--- src/rtl/wb_bridge_nway.sv ---
// wb_bridge_nway: N-way Wishbone classic bridge with registered request and
// response paths, sentinel data for unmapped accesses and a saturating error
// counter. Define WB_BRIDGE_TIMEOUT_EN to abandon a downstream access that
// stays unacknowledged for TIMEOUT busy cycles.
module wb_bridge_nway #(
    parameter int unsigned N_PORTS    = 4,
    parameter int unsigned ADDR_WIDTH = 11,
    parameter int unsigned SEL_LSB    = 24,
    parameter int unsigned SEL_BITS   = 2,
    parameter logic [31:0] DEAD_DATA  = 32'hDEAD_BEEF,
    parameter int unsigned TIMEOUT    = 255
) (
    input  logic                    wb_clk_i,
    input  logic                    wb_rst_ni,
    input  logic                    wbs_stb_i,
    input  logic                    wbs_cyc_i,
    input  logic                    wbs_we_i,
    input  logic [3:0]              wbs_sel_i,
    input  logic [31:0]             wbs_dat_i,
    input  logic [31:0]             wbs_adr_i,
    output logic                    wbs_ack_o,
    output logic [31:0]             wbs_dat_o,
    output logic [N_PORTS-1:0]      wbm_stb_o,
    output logic [N_PORTS-1:0]      wbm_cyc_o,
    output logic                    wbm_we_o,
    output logic [3:0]              wbm_sel_o,
    output logic [31:0]             wbm_dat_o,
    output logic [ADDR_WIDTH-1:0]   wbm_adr_o,
    input  logic [N_PORTS-1:0]      wbm_ack_i,
    input  logic [32*N_PORTS-1:0]   wbm_dat_i,
    output logic [7:0]              err_cnt_o
);

    // Parameter sanity checks, resolved at elaboration
    if (N_PORTS < 1 || N_PORTS > 16 || (1 << SEL_BITS) < N_PORTS || TIMEOUT == 0) begin : g_bad_params
        $error("wb_bridge_nway: illegal parameter combination");
    end

    typedef enum logic [1:0] {IDLE, BUSY, RESP} state_t;

    state_t                  r_state;
    logic [SEL_BITS-1:0]     r_idx;
    logic [N_PORTS-1:0]      r_stb;
    logic                    r_we;
    logic [3:0]              r_sel;
    logic [31:0]             r_dat;
    logic [ADDR_WIDTH-1:0]   r_adr;
    logic                    r_ack;
    logic [31:0]             r_rdat;
    logic [7:0]              r_err;

`ifdef WB_BRIDGE_TIMEOUT_EN
    localparam int unsigned CNT_W = ($clog2(TIMEOUT + 1) > 8) ? $clog2(TIMEOUT + 1) : 8;
    logic [CNT_W-1:0]        r_tcnt;
`endif

    logic [SEL_BITS-1:0]     w_idx;
    logic                    w_mapped;
    logic [N_PORTS-1:0]      w_onehot;
    logic                    w_ack_sel;
    logic [31:0]             w_rdat_sel;
    logic                    w_unused_adr;

    assign w_idx        = wbs_adr_i[SEL_LSB +: SEL_BITS];
    assign w_mapped     = 32'(w_idx) < 32'(N_PORTS);
    assign w_unused_adr = ^wbs_adr_i;

    // Port decode of the incoming address and mux of the selected port's ack/data
    always_comb begin
        w_onehot   = '0;
        w_ack_sel  = 1'b0;
        w_rdat_sel = 32'h0;
        for (int k = 0; k < int'(N_PORTS); k++) begin
            w_onehot[k] = (w_idx == SEL_BITS'(k));
            if (r_idx == SEL_BITS'(k)) begin
                w_ack_sel  = wbm_ack_i[k];
                w_rdat_sel = wbm_dat_i[32*k +: 32];
            end
        end
    end

    // Bridge FSM; every output is a register updated here
    always_ff @(posedge wb_clk_i or negedge wb_rst_ni) begin
        if (!wb_rst_ni) begin
            r_state <= IDLE;
            r_idx   <= '0;
            r_stb   <= '0;
            r_we    <= 1'b0;
            r_sel   <= 4'h0;
            r_dat   <= 32'h0;
            r_adr   <= '0;
            r_ack   <= 1'b0;
            r_rdat  <= 32'h0;
            r_err   <= 8'h0;
`ifdef WB_BRIDGE_TIMEOUT_EN
            r_tcnt  <= '0;
`endif
        end else begin
            r_ack <= 1'b0;
            case (r_state)
                IDLE: begin
                    if (wbs_cyc_i && wbs_stb_i) begin
                        r_we  <= wbs_we_i;
                        r_sel <= wbs_sel_i;
                        r_dat <= wbs_dat_i;
                        r_adr <= wbs_adr_i[ADDR_WIDTH-1:0];
                        r_idx <= w_idx;
                        if (w_mapped) begin
                            r_stb   <= w_onehot;
                            r_state <= BUSY;
`ifdef WB_BRIDGE_TIMEOUT_EN
                            r_tcnt  <= '0;
`endif
                        end else begin
                            r_rdat  <= DEAD_DATA;
                            r_ack   <= 1'b1;
                            r_state <= RESP;
                            if (r_err != 8'hFF) r_err <= r_err + 8'd1;
                        end
                    end
                end
                BUSY: begin
                    if (!wbs_cyc_i) begin
                        // Master abandoned the cycle: release the target silently
                        r_stb   <= '0;
                        r_state <= IDLE;
                    end else if (w_ack_sel) begin
                        r_rdat  <= w_rdat_sel;
                        r_stb   <= '0;
                        r_ack   <= 1'b1;
                        r_state <= RESP;
                    end
`ifdef WB_BRIDGE_TIMEOUT_EN
                    else if (r_tcnt == CNT_W'(TIMEOUT - 1)) begin
                        r_rdat  <= DEAD_DATA;
                        r_stb   <= '0;
                        r_ack   <= 1'b1;
                        r_state <= RESP;
                        if (r_err != 8'hFF) r_err <= r_err + 8'd1;
                    end else begin
                        r_tcnt  <= r_tcnt + CNT_W'(1);
                    end
`endif
                end
                RESP: begin
                    r_state <= IDLE;
                end
                default: begin
                    r_stb   <= '0;
                    r_state <= IDLE;
                end
            endcase
        end
    end

    assign wbs_ack_o = r_ack;
    assign wbs_dat_o = r_rdat;
    assign wbm_stb_o = r_stb;
    assign wbm_cyc_o = r_stb;
    assign wbm_we_o  = r_we;
    assign wbm_sel_o = r_sel;
    assign wbm_dat_o = r_dat;
    assign wbm_adr_o = r_adr;
    assign err_cnt_o = r_err;

endmodule

--- config.mk ---
export PLATFORM = sky130hd
export DESIGN_NAME = wb_bridge_nway
export DESIGN_NICKNAME = d
export VERILOG_FILES = /design/src/rtl/wb_bridge_nway.sv
export SDC_FILE = /design/constraint.sdc
export NUM_CORES = 1
export LEC_CHECK = 0
export CORE_AREA = 4 4 116 118
export DETAILED_ROUTE_END_ITERATION = 7
export DIE_AREA = 0 0 120 122
export HOLD_SLACK_MARGIN = 0.1
export PLACE_DENSITY = 0.8
export SLEW_MARGIN = 20
export SYNTH_ARGS = -nofsm -noshare
export SYNTH_HDL_FRONTEND = slang
export SYNTH_SLANG_ARGS = --single-unit
--- constraint.sdc ---
create_clock -name wb_clk_i -period 4.9 [get_ports wb_clk_i]
set_clock_uncertainty 0.05 [all_clocks]
set_input_delay 1.225 -clock wb_clk_i [delete_from_list [all_inputs] [get_ports wb_clk_i]]
set_output_delay 1.225 -clock wb_clk_i [all_outputs]
set_load 0.01 [all_outputs]
==> reports/results.ini, run 1 <==
[critical_path]
worst_r2r_path_depth=5
critPathMaxFanout=22
crit_path_max_incr_delay_ns=0.59
slowest_stage=nand2b_2
critPathArrivalTime_ns=3.37
crit_path_start_kind=input pin
critPathKind=input pin to register
cp.required_ns=5.06
cp_cell_sequence=clkdlybuf4s50_1, mux4_2, nand2b_2, buf_4, mux2_4
worst_setup_path_end_kind=register

[cells_and_area]
area_growth_pct=72.6
layout-drive-gt1-share=0.264
final_cell_area_um2=7480
finalNonFillerCells=695
final_core_util=0.600
fillCellCount=970
multi_input_area_um2=1910
regArea_um2=2230
final_cell_mix=clkdlybuf4s50_1, dfrtp_1, mux2_2
n_antenna_cell=0
nets=723
layout_commonest_cell=clkdlybuf4s50_1

[clock_network]
cts_resized=0
clk_pin_slew_worst_paths_ns=0.06
clkSinkCount=89
clockBufferDepth=2
post_cts_buffers=0
cts_root_buf=clkbuf_16
cts_hold_buf=0
h-tree-depth=3
insertion_delay_ns=0.32
cts_tree=built
cts_made_buffers=9

[placed_design]
placed_cell_area_um2=7150
place_congestion=0.753
dp_slack_ns=1.32
portBuffers=274
dp_cells=679
dpl.hpwl_um=10400

[pwr]
combPwrFrac=0.425
intPower_mw=2.41
vdd_drop_max_mv=0.180
power_density_nw_per_um2=440
p_clk_frac=0.233
power_mw=3.29
switching_share=0.268
p_switching_mw=0.883
p_leak_nw=3.09
pwr-share-seq=0.341

[die]
row_count=41
die_y_um=122
coreArea_um2=12500
start_util=0.348
io_pins=302
chipWidth_um=120
dieArea_um2=14600

[run_status]
status=finished clean

[synth]
ys_ff_latch=89
ys_warn_count=0
syn_avg_cell_area_um2=17.3
synth_top_area_share=0.514
syn_inst=250
synth_area_um2=4330
ys_top_cells_by_area=dfrtp_1, mux4_2, mux2_2, mux2_4, buf_4
synthDistinctLibCells=21
yosysTopAreaCell=dfrtp_1
ys_seq_area_frac=0.514

[global_routing]
grt_max_degree=57
grt_pass1_vias=3610
gr-total-overflow=0
antenna_found_initial=0
grt_pass1_wl_um=19100
track_usage=0.170

[run]
cap_violations=0

[sta]
finalSetupViolations=0
post-route-min-period_ns=3.21
max_freq_mhz=311
worstMarginPinSlew_ns=0.791
worst_slack_ns=1.69
slew_headroom=0.472
hold_viol=0
drv_slew=0
post-route-period-util=0.655
tns_ns=0
hold_ws_ns=0.453
rsz0062_at_grt=false

[routing]
vias_per_cell=4.65
drtAntennaViolNets=0
drtIter0Drc=120
dr.pass1.iters=4
post-route-drc-count=0
routed_wl_um=12700
wl_per_cell_um=18.2
vias=3232

[hold_path]
hp-class=register to register
hold_path_depth=1

==> critical path: cells and delay by family <==
kind          cells  cell delay [ns]
buf+inv           2             0.71
mux               2             0.83
simple gates      1             0.59
==> metal layers <==
metal | global-route usage | share of wire | vias up
li1 | - | - | 1457
met1 | 0.186 | 0.35 | 1594
met2 | 0.315 | 0.55 | 170
met3 | 0.0580 | 0.089 | 11
met4 | 0.0472 | 0.0096 | 0
met5 | 0 | 0 | -
==> registers in the layout, summed over array words and instances (netlist names) <==
name and cells:
r_idx 2, r_state 2, wbm_adr_o 11, wbm_cyc_o 4, wbm_dat_o 32, wbm_sel_o 4, wbm_we_o 1, wbs_ack_o 1
wbs_dat_o 32
==> cell families (layout without fill, tap and decap cells) <==
logic type	count (synthesis)	count (layout)	share of synthesized area
flip-flops	89	89	0.514
other	1	8	0.000865
AO/OA/AOI/OAI	6	6	0.0118
multiplexers	114	114	0.406
AND/OR/NAND/NOR	7	7	0.0113
buffers and inverters	33	299	0.0560
==> cell type report <==
class,instances,area share
Sequential cell,89,0.298
Inverter,3,0.00151
Tap cell,172,0.0288
Clock buffer,11,0.0311
Clock inverter,5,0.0139
Multi-Input combinational cell,135,0.255
Timing Repair Buffer,280,0.372
==> synthesized netlist by cell type <==
| library cell | instances |
|---|---|
| conb_1 | 1 |
| nor2_1 | 2 |
| dfrtp_1 | 89 |
| mux2_4 | 28 |
| a22o_1 | 2 |
| mux4_2 | 33 |
| nor4bb_1 | 1 |
| a32o_1 | 2 |
| buf_6 | 2 |
| o21bai_1 | 1 |
| buf_2 | 8 |
| mux2_2 | 53 |
| inv_1 | 3 |
| nand2b_2 | 1 |
| buf_12 | 3 |
| nand3b_1 | 1 |
| o22ai_1 | 1 |
| buf_4 | 12 |
| and3b_1 | 1 |
| clkbuf_1 | 5 |
| nor2b_1 | 1 |
==> power by group through the flow <==
stage	registers [mW]	logic [mW]	clock network, mW
after floorplan	1.23	0.553	0
after global placement	1.12	1.40	0
after detailed placement	1.13	1.43	0
after CTS	1.13	1.43	0.789
after global routing	1.17	1.49	0.818
final	1.12	1.40	0.768
==> worst paths after layout <==
check,startpoint,end,slack [ns]
setup / recovery,wbm_ack_i[3],wbs_dat_o[30],1.69
hold / removal,wbm_adr_o[5],wbm_adr_o[5],0.45
setup reg to reg,r_idx[1],wbs_dat_o[30],2.35
hold reg to reg,wbm_adr_o[5],wbm_adr_o[5],0.45
max in group asynchronous,wb_rst_ni,wbs_dat_o[31],2.98
min in group asynchronous,wb_rst_ni,wbm_dat_o[16],0.88
(Power assumes the default switching activity.)
==> run 2, diff against run 1 <==
Settings changed: CORE_AREA 4 4 116 118 to unset, CORE_MARGIN set to 4, CORE_UTILIZATION set to 36, DIE_AREA 0 0 120 122 to unset, PLACE_DENSITY 0.8 to 0.82.
Clock period 4.9 ns to 3.22 ns, I/O delays scaled along.
==> run 2 against run 1 <==
Net effect:
- die area fell by 5.3%
- combinational power increased by 52%
- via count is 0.28% lower
- critical endpoint is now wbs_dat_o[0]
==> reports/results.ini, run 2 (synthesis gave the netlist of run 1 again) <==
[run_status]
status=finished clean  ; unchanged

[critical_path]
cp_cell_sequence=clkdlybuf4s50_1, mux4_2, nand2b_2, buf_12, mux2_2  ; was clkdlybuf4s50_1, mux4_2, nand2b_2, buf_4, mux2_4
cp-endpoint=wbs_dat_o[0]  ; was wbs_dat_o[30]
slowest_stage=mux4_2  ; was nand2b_2
cp_top_family=multiplexers  ; unchanged
rr_startpoint=r_idx[0]  ; was r_idx[1]
cp.depth=5  ; unchanged
worst_setup_path_end_kind=register  ; unchanged
critPathKind=input pin to register  ; unchanged
worst_r2r_path_depth=4  ; was 5
r2r_setup_slack_ns=1.14  ; was 2.35 ns
critPathArrivalTime_ns=2.53  ; was 3.37 ns
critPathMaxFanout=34  ; was 22
crit_path_start_kind=input pin  ; unchanged
crit_path_max_incr_delay_ns=0.54  ; was 0.59 ns
cp.required_ns=3.39  ; was 5.06 ns
path_buf_inv=2  ; unchanged
setup.worst_path.start=wbm_ack_i[3]  ; unchanged
timing.rr.end=wbs_dat_o[0]  ; was wbs_dat_o[30]

[run]
cap_violations=0  ; unchanged

[sta]
post-route-min-period_ns=2.36
hold_ws_ns=0.360  ; was 0.453 ns
rsz0062_at_grt=false  ; unchanged
finalSetupViolations=0  ; unchanged
max_freq_mhz=423
tns_ns=0  ; unchanged
worst_slack_ns=0.857  ; was 1.69 ns
post-route-period-util=0.734
hold_viol=0  ; unchanged
drv_slew=0  ; unchanged

[global_routing]
grt_pass1_vias=3712  ; was 3610
antenna_found_initial=0  ; unchanged
grt_pass1_wl_um=19800  ; was 19100 µm
gr-total-overflow=0  ; unchanged
grt_max_degree=57  ; unchanged
track_usage=0.183  ; was 0.170

[cells_and_area]
final_core_util=0.643  ; was 0.600
finalNonFillerCells=666  ; was 695
area_growth_pct=72.4  ; was 72.6%
layout-drive-gt1-share=0.268  ; was 0.264
nets=723  ; unchanged
n_antenna_cell=0  ; unchanged
final_cell_mix=clkdlybuf4s50_1, dfrtp_1, mux2_2  ; unchanged
layout_commonest_cell=clkdlybuf4s50_1  ; unchanged
final_cell_area_um2=7470  ; was 7480 µm²

[pwr]
p_leak_nw=3.10  ; was 3.09 nW
pwr-share-seq=0.345  ; was 0.341
combPwrFrac=0.426  ; was 0.425
p_clk_frac=0.229  ; was 0.233
intPower_mw=3.64  ; was 2.41 mW
switching_share=0.270  ; was 0.268
power_mw=4.99  ; was 3.29 mW
vdd_drop_max_mv=0.275  ; was 0.180 mV
power_density_nw_per_um2=668  ; was 440 nW/µm²
p_switching_mw=1.35  ; was 0.883 mW

[clock_network]
clkSinkCount=89  ; unchanged
clockBufferDepth=2  ; unchanged
clk_pin_slew_worst_paths_ns=0.06  ; about the same
h-tree-depth=3  ; unchanged
cts_resized=0  ; unchanged
cts_root_buf=clkbuf_16  ; unchanged
post_cts_buffers=0  ; unchanged
cts_made_buffers=9  ; unchanged
cts_hold_buf=0  ; unchanged
cts_tree=built  ; unchanged
insertion_delay_ns=0.33  ; was 0.32 ns

[die]
row_count=39  ; was 41
start_util=0.373  ; was 0.348
dieArea_um2=13900  ; was 14600 µm²
die_y_um=118  ; was 122 µm
io_pins=302  ; unchanged
chipWidth_um=118  ; was 120 µm
coreArea_um2=11600  ; was 12500 µm²

[routing]
post-route-drc-count=0  ; unchanged
drtAntennaViolNets=0  ; unchanged
routed_wl_um=12700  ; about the same
top_layer_used=met4  ; unchanged
dr.pass1.iters=4  ; unchanged
wl_met1_um=4470  ; was 4490 µm
vias=3223  ; was 3232
drtIter0Drc=91  ; was 120
met3_length_um=1010  ; was 1130 µm
vias_per_cell=4.84  ; was 4.65
wl_per_cell_um=19.0  ; was 18.2 µm
wl_met2_um=6910  ; was 6920 µm

[placed_design]
placed_cell_area_um2=7130  ; was 7150 µm²
dp_slack_ns=0.494  ; was 1.32 ns
dp_cells=650  ; was 679
place_congestion=0.769  ; was 0.753
portBuffers=274  ; unchanged
dpl.hpwl_um=10500  ; was 10400 µm

[hold_path]
hp-class=input pin to asynchronous set/reset pin  ; was register to register

## run 2: cell types whose count changed in the layout (fill, tap and decap cells not counted), sizes merged
cell	change
bufinv	-1
clkinv	-1
clkinvlp	+1
inv	+1
## run 2: how the worst min path moves through the flow
stage / slack, ns / cells after the start / start / to
floorplan: 0.46 / 0 / wb_rst_ni / r_idx[0]
global placement: 0.44 / 1 / wbm_dat_o[27] / wbm_dat_o[27]
detailed placement: 0.44 / 1 / wbm_adr_o[6] / wbm_adr_o[6]
CTS: 0.37 / 1 / wb_rst_ni / wbs_dat_o[17]
global route: 0.38 / 1 / wb_rst_ni / wbs_dat_o[17]
finish: 0.36 / 1 / wb_rst_ni / wbs_dat_o[13]
## run 2: power by group through the flow
stage,clock (mW),combinational (mW),sequential (mW)
floorplan,0,0.842,1.87
global placement,0,2.13,1.72
detailed placement,0,2.17,1.74
CTS,1.18,2.17,1.73
global route,1.23,2.25,1.78
finish,1.14,2.13,1.72
## run 2: layer usage
layer | GRT usage | vias to the layer above
met5 | 0 | -
met4 | 0.0659 | 0
met3 | 0.0548 | 19
met2 | 0.351 | 173
met1 | 0.185 | 1570
li1 | - | 1461
## run 2: final cells by class
type                    instances  area [µm²]
fillers                       902        4140
repair buffers                280        2810
flip-flops and latches         89        2230
multi-input cells             135        1910
clock buffers                  11         253
well taps                     143         179
clock inverters                 5        85.1
inverters                       3        11.3
## run 2: worst reg2reg max path, cell delays in order (launching register included)
cell      delay, ns
dfrtp_2        0.53
mux4_2         0.62
nand2b_2       0.13
buf_12         0.24
mux2_2         0.40
